## src/rtl/interrupt_ctrl_if.sv

```systemverilog
// Bus bundle between the CPU store/read ports and interrupt_ctrl.
// master: CPU side (drives writes and rd_addr); slave: controller side.
interface interrupt_ctrl_if;
  logic [3:0]  mem_we;
  logic [17:0] mem_write_addr;
  logic [31:0] mem_write_data;
  logic [17:0] rd_addr;
  logic [31:0] rd_data;
  logic        rd_hit;

  modport master (
    output mem_we,
    output mem_write_addr,
    output mem_write_data,
    output rd_addr,
    input  rd_data,
    input  rd_hit
  );

  modport slave (
    input  mem_we,
    input  mem_write_addr,
    input  mem_write_data,
    input  rd_addr,
    output rd_data,
    output rd_hit
  );
endinterface

```

## src/rtl/interrupt_ctrl.sv

```systemverilog
// Memory-mapped 16-line interrupt controller with reload timer.
// Ports: clk, rst_n (sync), clk_en, irq_in[15:0], bus (slave), interrupts[15:0].
module interrupt_ctrl #(
  parameter logic [17:0] BASE_ADDR = 18'h3FFE0,
  parameter int          TIMER_IRQ = 0
) (
  input  logic             clk,
  input  logic             rst_n,
  input  logic             clk_en,
  input  logic [15:0]      irq_in,
  interrupt_ctrl_if.slave  bus,
  output logic [15:0]      interrupts
);

  localparam logic [2:0] R_PEND = 3'd0;
  localparam logic [2:0] R_MASK = 3'd1;
  localparam logic [2:0] R_MODE = 3'd2;
  localparam logic [2:0] R_RELD = 3'd3;
  localparam logic [2:0] R_CNT  = 3'd4;
  localparam logic [2:0] R_RAW  = 3'd5;

  logic [15:0] sync1;
  logic [15:0] sync;
  logic [15:0] prev;
  logic [15:0] pending;
  logic [15:0] mask;
  logic [15:0] mode;
  logic [31:0] reload;
  logic [31:0] count;

  logic        wr_hit;
  logic        wr_en;
  logic [2:0]  wr_sel;
  logic [31:0] bmask;
  logic [31:0] wdata;
  logic        wr_pend;
  logic        wr_mask;
  logic        wr_mode;
  logic        wr_reload;
  logic [15:0] mask_new;
  logic [15:0] mode_new;
  logic [31:0] reload_new;

  logic        rd_dec;
  logic [31:0] rmux;

  logic        timer_pulse;
  logic [15:0] tmr_vec;
  logic [15:0] edge_ev;
  logic [15:0] clr;
  logic [15:0] pend_next;

  assign wr_hit = bus.mem_write_addr[17:5] == BASE_ADDR[17:5];
  assign wr_en  = clk_en && wr_hit && (bus.mem_we != 4'b0);
  assign wr_sel = bus.mem_write_addr[4:2];

  always_comb begin
    bmask = '0;
    for (int b = 0; b < 4; b++)
      bmask[8*b +: 8] = {8{bus.mem_we[b]}};
  end

  assign wdata     = bus.mem_write_data & bmask;
  assign wr_pend   = wr_en && (wr_sel == R_PEND);
  assign wr_mask   = wr_en && (wr_sel == R_MASK);
  assign wr_mode   = wr_en && (wr_sel == R_MODE);
  assign wr_reload = wr_en && (wr_sel == R_RELD);

  assign mask_new   = (mask & ~bmask[15:0]) | wdata[15:0];
  assign mode_new   = (mode & ~bmask[15:0]) | wdata[15:0];
  assign reload_new = (reload & ~bmask) | wdata;

  // A same-cycle RELOAD write restarts the timer and suppresses the pulse.
  assign timer_pulse = clk_en && (reload != 32'd0) &&
                       (count <= 32'd1) && !wr_reload;

  always_comb begin
    tmr_vec = '0;
    tmr_vec[TIMER_IRQ] = timer_pulse;
  end

  assign edge_ev = sync & ~prev;
  assign clr     = wr_pend ? wdata[15:0] : 16'h0;

  // Level lines track the synchronized input; edge lines latch with
  // set taking priority over a same-cycle write-1-to-clear.
  assign pend_next = (~mode & (sync | tmr_vec)) |
                     (mode & (edge_ev | tmr_vec | (pending & ~clr)));

  assign rd_dec = bus.rd_addr[17:5] == BASE_ADDR[17:5];

  always_comb begin
    rmux = '0;
    unique case (bus.rd_addr[4:2])
      R_PEND:  rmux = {16'h0, pending};
      R_MASK:  rmux = {16'h0, mask};
      R_MODE:  rmux = {16'h0, mode};
      R_RELD:  rmux = reload;
      R_CNT:   rmux = count;
      R_RAW:   rmux = {16'h0, sync};
      3'd6:    rmux = '0;
      3'd7:    rmux = '0;
    endcase
  end

  always_ff @(posedge clk) begin
    if (!rst_n) begin
      sync1       <= '0;
      sync        <= '0;
      prev        <= '0;
      pending     <= '0;
      mask        <= '0;
      mode        <= '0;
      reload      <= '0;
      count       <= '0;
      bus.rd_data <= '0;
      bus.rd_hit  <= 1'b0;
    end else begin
      sync1   <= irq_in;
      sync    <= sync1;
      prev    <= sync;
      pending <= pend_next;
      if (wr_mask)
        mask <= mask_new;
      if (wr_mode)
        mode <= mode_new;
      if (wr_reload) begin
        reload <= reload_new;
        count  <= reload_new;
      end else if (clk_en && (reload != 32'd0)) begin
        count <= (count <= 32'd1) ? reload : count - 32'd1;
      end
      bus.rd_data <= rd_dec ? rmux : 32'h0;
      bus.rd_hit  <= rd_dec;
    end
  end

  assign interrupts = pending & mask;

endmodule

```

## src/flat_wrapper.sv

```systemverilog
// flat-port wrapper written by rule: the top's interface ports become plain ports
module interrupt_ctrl_flat 
#(
  parameter logic [17:0] BASE_ADDR = 18'h3FFE0,
  parameter int          TIMER_IRQ = 0
)
  (clk, rst_n, clk_en, irq_in, interrupts, bus_mem_we, bus_mem_write_addr, bus_mem_write_data, bus_rd_addr, bus_rd_data, bus_rd_hit);
  interrupt_ctrl_if bus_i ();
  input  logic clk;
  input  logic rst_n;
  input  logic clk_en;
  input  logic [15:0] irq_in;
  output logic [15:0] interrupts;
  input wire logic [$bits(bus_i.mem_we)-1:0] bus_mem_we;
  input wire logic [$bits(bus_i.mem_write_addr)-1:0] bus_mem_write_addr;
  input wire logic [$bits(bus_i.mem_write_data)-1:0] bus_mem_write_data;
  input wire logic [$bits(bus_i.rd_addr)-1:0] bus_rd_addr;
  output wire logic [$bits(bus_i.rd_data)-1:0] bus_rd_data;
  output wire logic [$bits(bus_i.rd_hit)-1:0] bus_rd_hit;
  assign bus_i.mem_we = bus_mem_we;
  assign bus_i.mem_write_addr = bus_mem_write_addr;
  assign bus_i.mem_write_data = bus_mem_write_data;
  assign bus_i.rd_addr = bus_rd_addr;
  assign bus_rd_data = bus_i.rd_data;
  assign bus_rd_hit = bus_i.rd_hit;
  interrupt_ctrl #(.BASE_ADDR(BASE_ADDR), .TIMER_IRQ(TIMER_IRQ)) u_core (.clk(clk), .rst_n(rst_n), .clk_en(clk_en), .irq_in(irq_in), .bus(bus_i), .interrupts(interrupts));
endmodule
```

## config.mk

```make
export PLATFORM = sky130hd
export DESIGN_NAME = interrupt_ctrl_flat
export DESIGN_NICKNAME = d
export VERILOG_FILES = /design/src/rtl/interrupt_ctrl_if.sv /design/src/rtl/interrupt_ctrl.sv /design/src/flat_wrapper.sv
export SDC_FILE = /design/constraint.sdc
export NUM_CORES = 1
export LEC_CHECK = 0
export BUFFER_PORTS_ARGS = -buffer_cell sky130_fd_sc_hd__buf_2
export CAP_MARGIN = 30
export CELL_PAD_IN_SITES_DETAIL_PLACEMENT = 1
export CELL_PAD_IN_SITES_GLOBAL_PLACEMENT = 1
export CORE_UTILIZATION = 43
export CTS_CLUSTER_DIAMETER = 200
export DETAILED_ROUTE_END_ITERATION = 8
export PLACE_DENSITY_LB_ADDON = 0.12
export SYNTH_ARGS = -nofsm -noshare
export SYNTH_HDL_FRONTEND = slang
export SYNTH_SLANG_ARGS = --single-unit
```

## constraint.sdc

```tcl
create_clock -name clk -period 2.53 [get_ports clk]
set_clock_uncertainty 0.05 [all_clocks]
set_input_delay 0.3795 -clock clk [delete_from_list [all_inputs] [get_ports clk]]
set_output_delay 0.3795 -clock clk [all_outputs]
set_load 0.01 [all_outputs]
```

Word-level counts from Yosys, hierarchy flattened

Index checks and enable logic that the tools add are counted.

Order comparisons: 1
Reductions and logical operators: 17
Multiplexer cells: 5
Equal/unequal tests: 12
Bitwise operators: 21
Add/subtract/negate cells: 1

Operators by type and width:

| kind                                                            | number |
|---|---|
| case mux 32 bit (7 select lines)                                | 1 |
| AND 16 bit                                                      | 7 |
| 2-to-1 mux 32 bit                                               | 3 |
| AND 32 bit                                                      | 2 |
| inverter 16 bit                                                 | 4 |
| OR 16 bit                                                       | 4 |
| less-or-equal comparator 32 x 1 -> 1 bit, second input constant | 1 |
| inverter 32 bit                                                 | 1 |
| OR 16 x 1 -> 16 bit                                             | 2 |
| OR 32 bit                                                       | 1 |
| nonzero test 32 bit                                             | 1 |
| subtractor 32 x 1 -> 32 bit, second input constant              | 1 |
| == test 13 bit, second input constant                           | 2 |
| 2-to-1 mux 16 bit                                               | 1 |
| == test 3 x 2 -> 1 bit, second input constant                   | 4 |
| == test 3 bit, second input constant                            | 4 |
| logical AND 1 bit                                               | 9 |
| == test 3 x 1 -> 1 bit, second input constant                   | 2 |
| zero test 3 bit                                                 | 2 |
| nonzero test 4 bit                                              | 1 |
| AND reduction 2 bit                                             | 1 |
| nonzero test 2 bit                                              | 1 |
| OR reduction 2 bit                                              | 1 |
| zero test 1 bit                                                 | 1 |

Logic and storage cells: 67
Register bits: 193

Longest topological paths before layout

Depth in word-level cells: 10
Gate-level depth with buffers: 10
Gate-level depth less buffers: 8

Least setup slack after synthesis

Ideal clock, no wire load.

Path kind: input -> register
Start: input bus_mem_write_addr[4]
End: register u_core.count[23]
Setup time: 120 ps
Buffers on the path: 3
Slack: 186 ps
Stages: 9
Arrival: 2174 ps
Cells stage by stage: nand4b_1 > or4_1 > buf_4 > or3_1 > buf_2 > buf_6 > nand3_2 > o21ai_1 > o31a_1

Word-level cells in the longest chain between the ends: 3
Elaborated cells on any way between the ends: 4
Those cells by class: 1 x eq/ne; 1 x mux; 2 x reduce/logical

Ends and longest elaborated chain:

| element                                                 | RTL line              | source |
|---|---|---|
| start: declaration                                      | flat_wrapper.sv:15    | `input wire logic [$bits(bus_i.mem_write_addr)-1:0] bus_mem_write_addr;` |
| == test 3 x 2 -> 1 bit (*)                              | interrupt_ctrl.sv:67  | `assign wr_reload = wr_en && (wr_sel == R_RELD);` |
| logical AND 1 bit (*)                                   | interrupt_ctrl.sv:67  |  |
| 2-to-1 mux 32 bit or nonzero test 2 bit (tied branches) | n/a                   |  |
| end signal: assignment                                  | interrupt_ctrl.sv:129 | `count <= reload_new;` |
| end signal: assignment                                  | interrupt_ctrl.sv:131 | `count <= (count <= 32'd1) ? reload : count - 32'd1;` |
| end: declaration                                        | interrupt_ctrl.sv:29  | `logic [31:0] count;` |

Every way passes the cells marked *; elsewhere a longest branch is shown, timed or not.
A chain may end at the register's enable or synchronous reset.

Worst setup path after layout

Start: register u_core.count[16]
End: register u_core.count[10]

Word-level cells in the longest chain between the ends: 4

Ends and longest elaborated chain:

| element                                  | RTL line              | source |
|---|---|---|
| less-or-equal comparator 32 x 1 -> 1 bit | interrupt_ctrl.sv:131 |  |
| 2-to-1 mux 32 bit                        | interrupt_ctrl.sv:131 |  |
| 2-to-1 mux 32 bit                        | interrupt_ctrl.sv:130 | `end else if (clk_en && (reload != 32'd0)) begin` |
| 2-to-1 mux 32 bit                        | interrupt_ctrl.sv:127 | `if (wr_reload) begin` |

No other way between the ends. The select of a mux whose other input is x is not followed.

==> results.cfg <==
[power_and_ir_drop]
cellLeakagePower_nw = 4.68
vdd.ir_drop.worst_uv = 403
power.total_mw = 6.14
power.density_mw_per_mm2 = 550

[cells_and_area]
stdcell_area_sq_mm = 0.0112
layout-drive-gt1-share_pct = 26.1
fin_util_pct = 54.5
areaGrowthSynthToFinish_pct = 22.9
nets = 1334

[die]
pin_count = 140
die_x_microns = 147
start_util_pct = 44.3
die_h_microns = 147
core_sq_mm = 0.0205
die_area_sq_mm = 0.0217
placementRows = 52

[synthesis]
ys.flop_type = dfxtp_1
ys_warn_count = 0
ys_types = 68
yosys.area_share.simple_pct = 24.2
synthMuxAreaShare_pct = 8.90
synth_compound_area_share_pct = 19.2
synth.avg_cell_area_sq_um = 8.50
synth_nets = 1162
synth_top_area_cell = dfxtp_1
async_reset_ff_share_pct = 0
synth-xor-area-share_pct = 0.578
synth-seq-area-share_pct = 42.5
yosysTopAreaCellShare_pct = 42.5
synth.most_common_cell = dfxtp_1
syn_area_sq_mm = 0.00909
synthAdderAreaFrac_pct = 0.275
synth_top_family_by_area = simple AND/OR/NAND/NOR gates
ys_seq_elements = 193
synthTopCellsByArea = dfxtp_1, nand2_1, a21oi_1
syn_inst = 1069
synth_edf_count = 0
synth_commonest_cells = dfxtp_1, nand2_1, a21oi_1

[sta]
period_share_pct = 95.6
fin_crit_ps = 2420
rsz0062_at_grt = false
hold_ws_ps = 85.3
final-setup-viol-count = 0
max_slew_margin_pct = 49.8
hold_violations = 0
maxSlewViolCount = 0
tightest_slew_ps = 750
timing.fmax_mhz = 414
finalWorstSetupSlack_ps = 112

[clock_network]
h-tree-depth = 4
cts_max_path_buffers = 2
hold_buffers = 0
cts-root-buf = clkbuf_16
cts_buffers = 17
cts_sinks = 193
worstSkewPairLatency_ps = 440
cts_tree = built
clkTransAtPathRegs_ps = 80
postCtsSetupRepairBufs = 0

[detailed_routing]
detail_route.wl_per_cell_microns = 20.1
drt_pass1_iterations = 5
wl_microns = 30700
drc = 0
ant_nets = 0
vias_per_cell = 5.75
drt_iter0_drc = 501
via_count = 8770

[global_route]
antenna_found_initial = 1
grt_start_max_net_pins = 60
grt_pass1_wl_microns = 48000
grt.overflow.total = 0
track_usage_pct = 28.6
grt_pass1_vias = 8741

[status]
status = complete, no violations

[worst_hold_path]
hold_path.class = in2reg

[critical_path]
cp-start-kind = flop
crit_arrival_ps = 2690
cp_slowest_stage_delay_ps = 660
critPathRequiredTime_ps = 2800
setup.worst_path.class = reg2reg
crit_chain = or4_1 -> nor2_1 -> nand4_2 -> buf_12 -> or3_1 -> a21oi_1 -> nor3_1
crit_slowest_cell = or4_1
end_kind = flop
cp_max_fo = 29

[placed_design]
dp_hpwl_microns = 22300
post-place-ws_ps = -91.4
place_area_sq_mm = 0.0106
port_buffers = 135
routabilityCongestion = 0.868

[job]
cap_violations = 0
[cells by family (layout without fill, tap and decap cells)]
family          after synthesis  count (layout)
buf+inv                      94             279
mux                          76              76
flops                       193             193
compound gates              263             263
simple gates                435             435
other cells                   0               1
xor+xnor                      6               6
fa+ha+maj                     2               2
[layer usage]
metal,part of all wire [%],wire length (microns),track usage [%]
met1,46,14100,38.0
met2,49,15000,47.7
met3,2.9,897,3.39
met4,2.2,671,10.1
met5,0,0,0
[where the power goes]
group / internal, mW / switching [mW]
clock: 1.33 / 1.36
combinational: 0.143 / 0.211
sequential: 3.07 / 0.0181
[critical path: cells and delay by family (launching register included)]
family                 cells  cell delay, ps
DFF                        1             330
AOI/OAI and AO/OA          1             140
buffers and inverters      1             220
and+or+nand+nor            5            1570
[area by class of cell]
| class | instances | area, sq um |
|---|---|---|
| clock buffer | 18 | 429 |
| fill | 2507 | 9330 |
| clock inverter | 14 | 164 |
| multi-input combinational | 782 | 4850 |
| inverter | 18 | 67.6 |
| tap | 270 | 338 |
| sequential | 193 | 3860 |
| antenna | 1 | 2.50 |
| timing repair buffer | 229 | 1440 |
[through the flow]
| step | cells | TNS (ps) |
|---|---|---|
| 2_1_floorplan | 1069 | 0 |
| 3_3_place_gp | 1491 | -320 |
| 3_5_place_dp | 1492 | -1100 |
| 4_1_cts | 1524 | 0 |
| 5_1_grt | 1525 | 0 |
| 6_report | 1525 | 0 |
[placed cells by master, fill, tap and decap left out, types with 17 or more instances in the layout]
master / synthesis / layout
nand3_1: 44 / 44
buf_2: 11 / 135
a21oi_1: 97 / 97
nand2_1: 148 / 148
a22oi_1: 40 / 40
o21ai_0: 22 / 22
buf_4: 2 / 89
o22a_1: 18 / 18
and2_1: 66 / 66
mux2i_1: 38 / 38
inv_1: 18 / 17
mux2_2: 38 / 38
clkbuf_16: 0 / 17
nor2_1: 78 / 78
dfxtp_1: 193 / 193
[worst paths after layout]
check | startpoint | end | slack, ps | cells after the start
setup reg to reg | u_core.count[16]$_SDFFE_PN0P_ | u_core.count[10]$_SDFFE_PN0P_ | 110 | 7
hold / removal | irq_in[0] | u_core.sync1[0]$_SDFF_PN0_ | 90 | 2
hold reg to reg | u_core.sync1[12]$_SDFF_PN0_ | u_core.sync[12]$_SDFF_PN0_ | 390 | 1
setup / recovery | u_core.count[16]$_SDFFE_PN0P_ | u_core.count[10]$_SDFFE_PN0P_ | 110 | 7
[timing repair]
action	CTS	global route
setup endpoints to repair	0	17
hold endpoints to repair	0	0
resized for setup	0	3
Power figures use the tool's default switching activity.
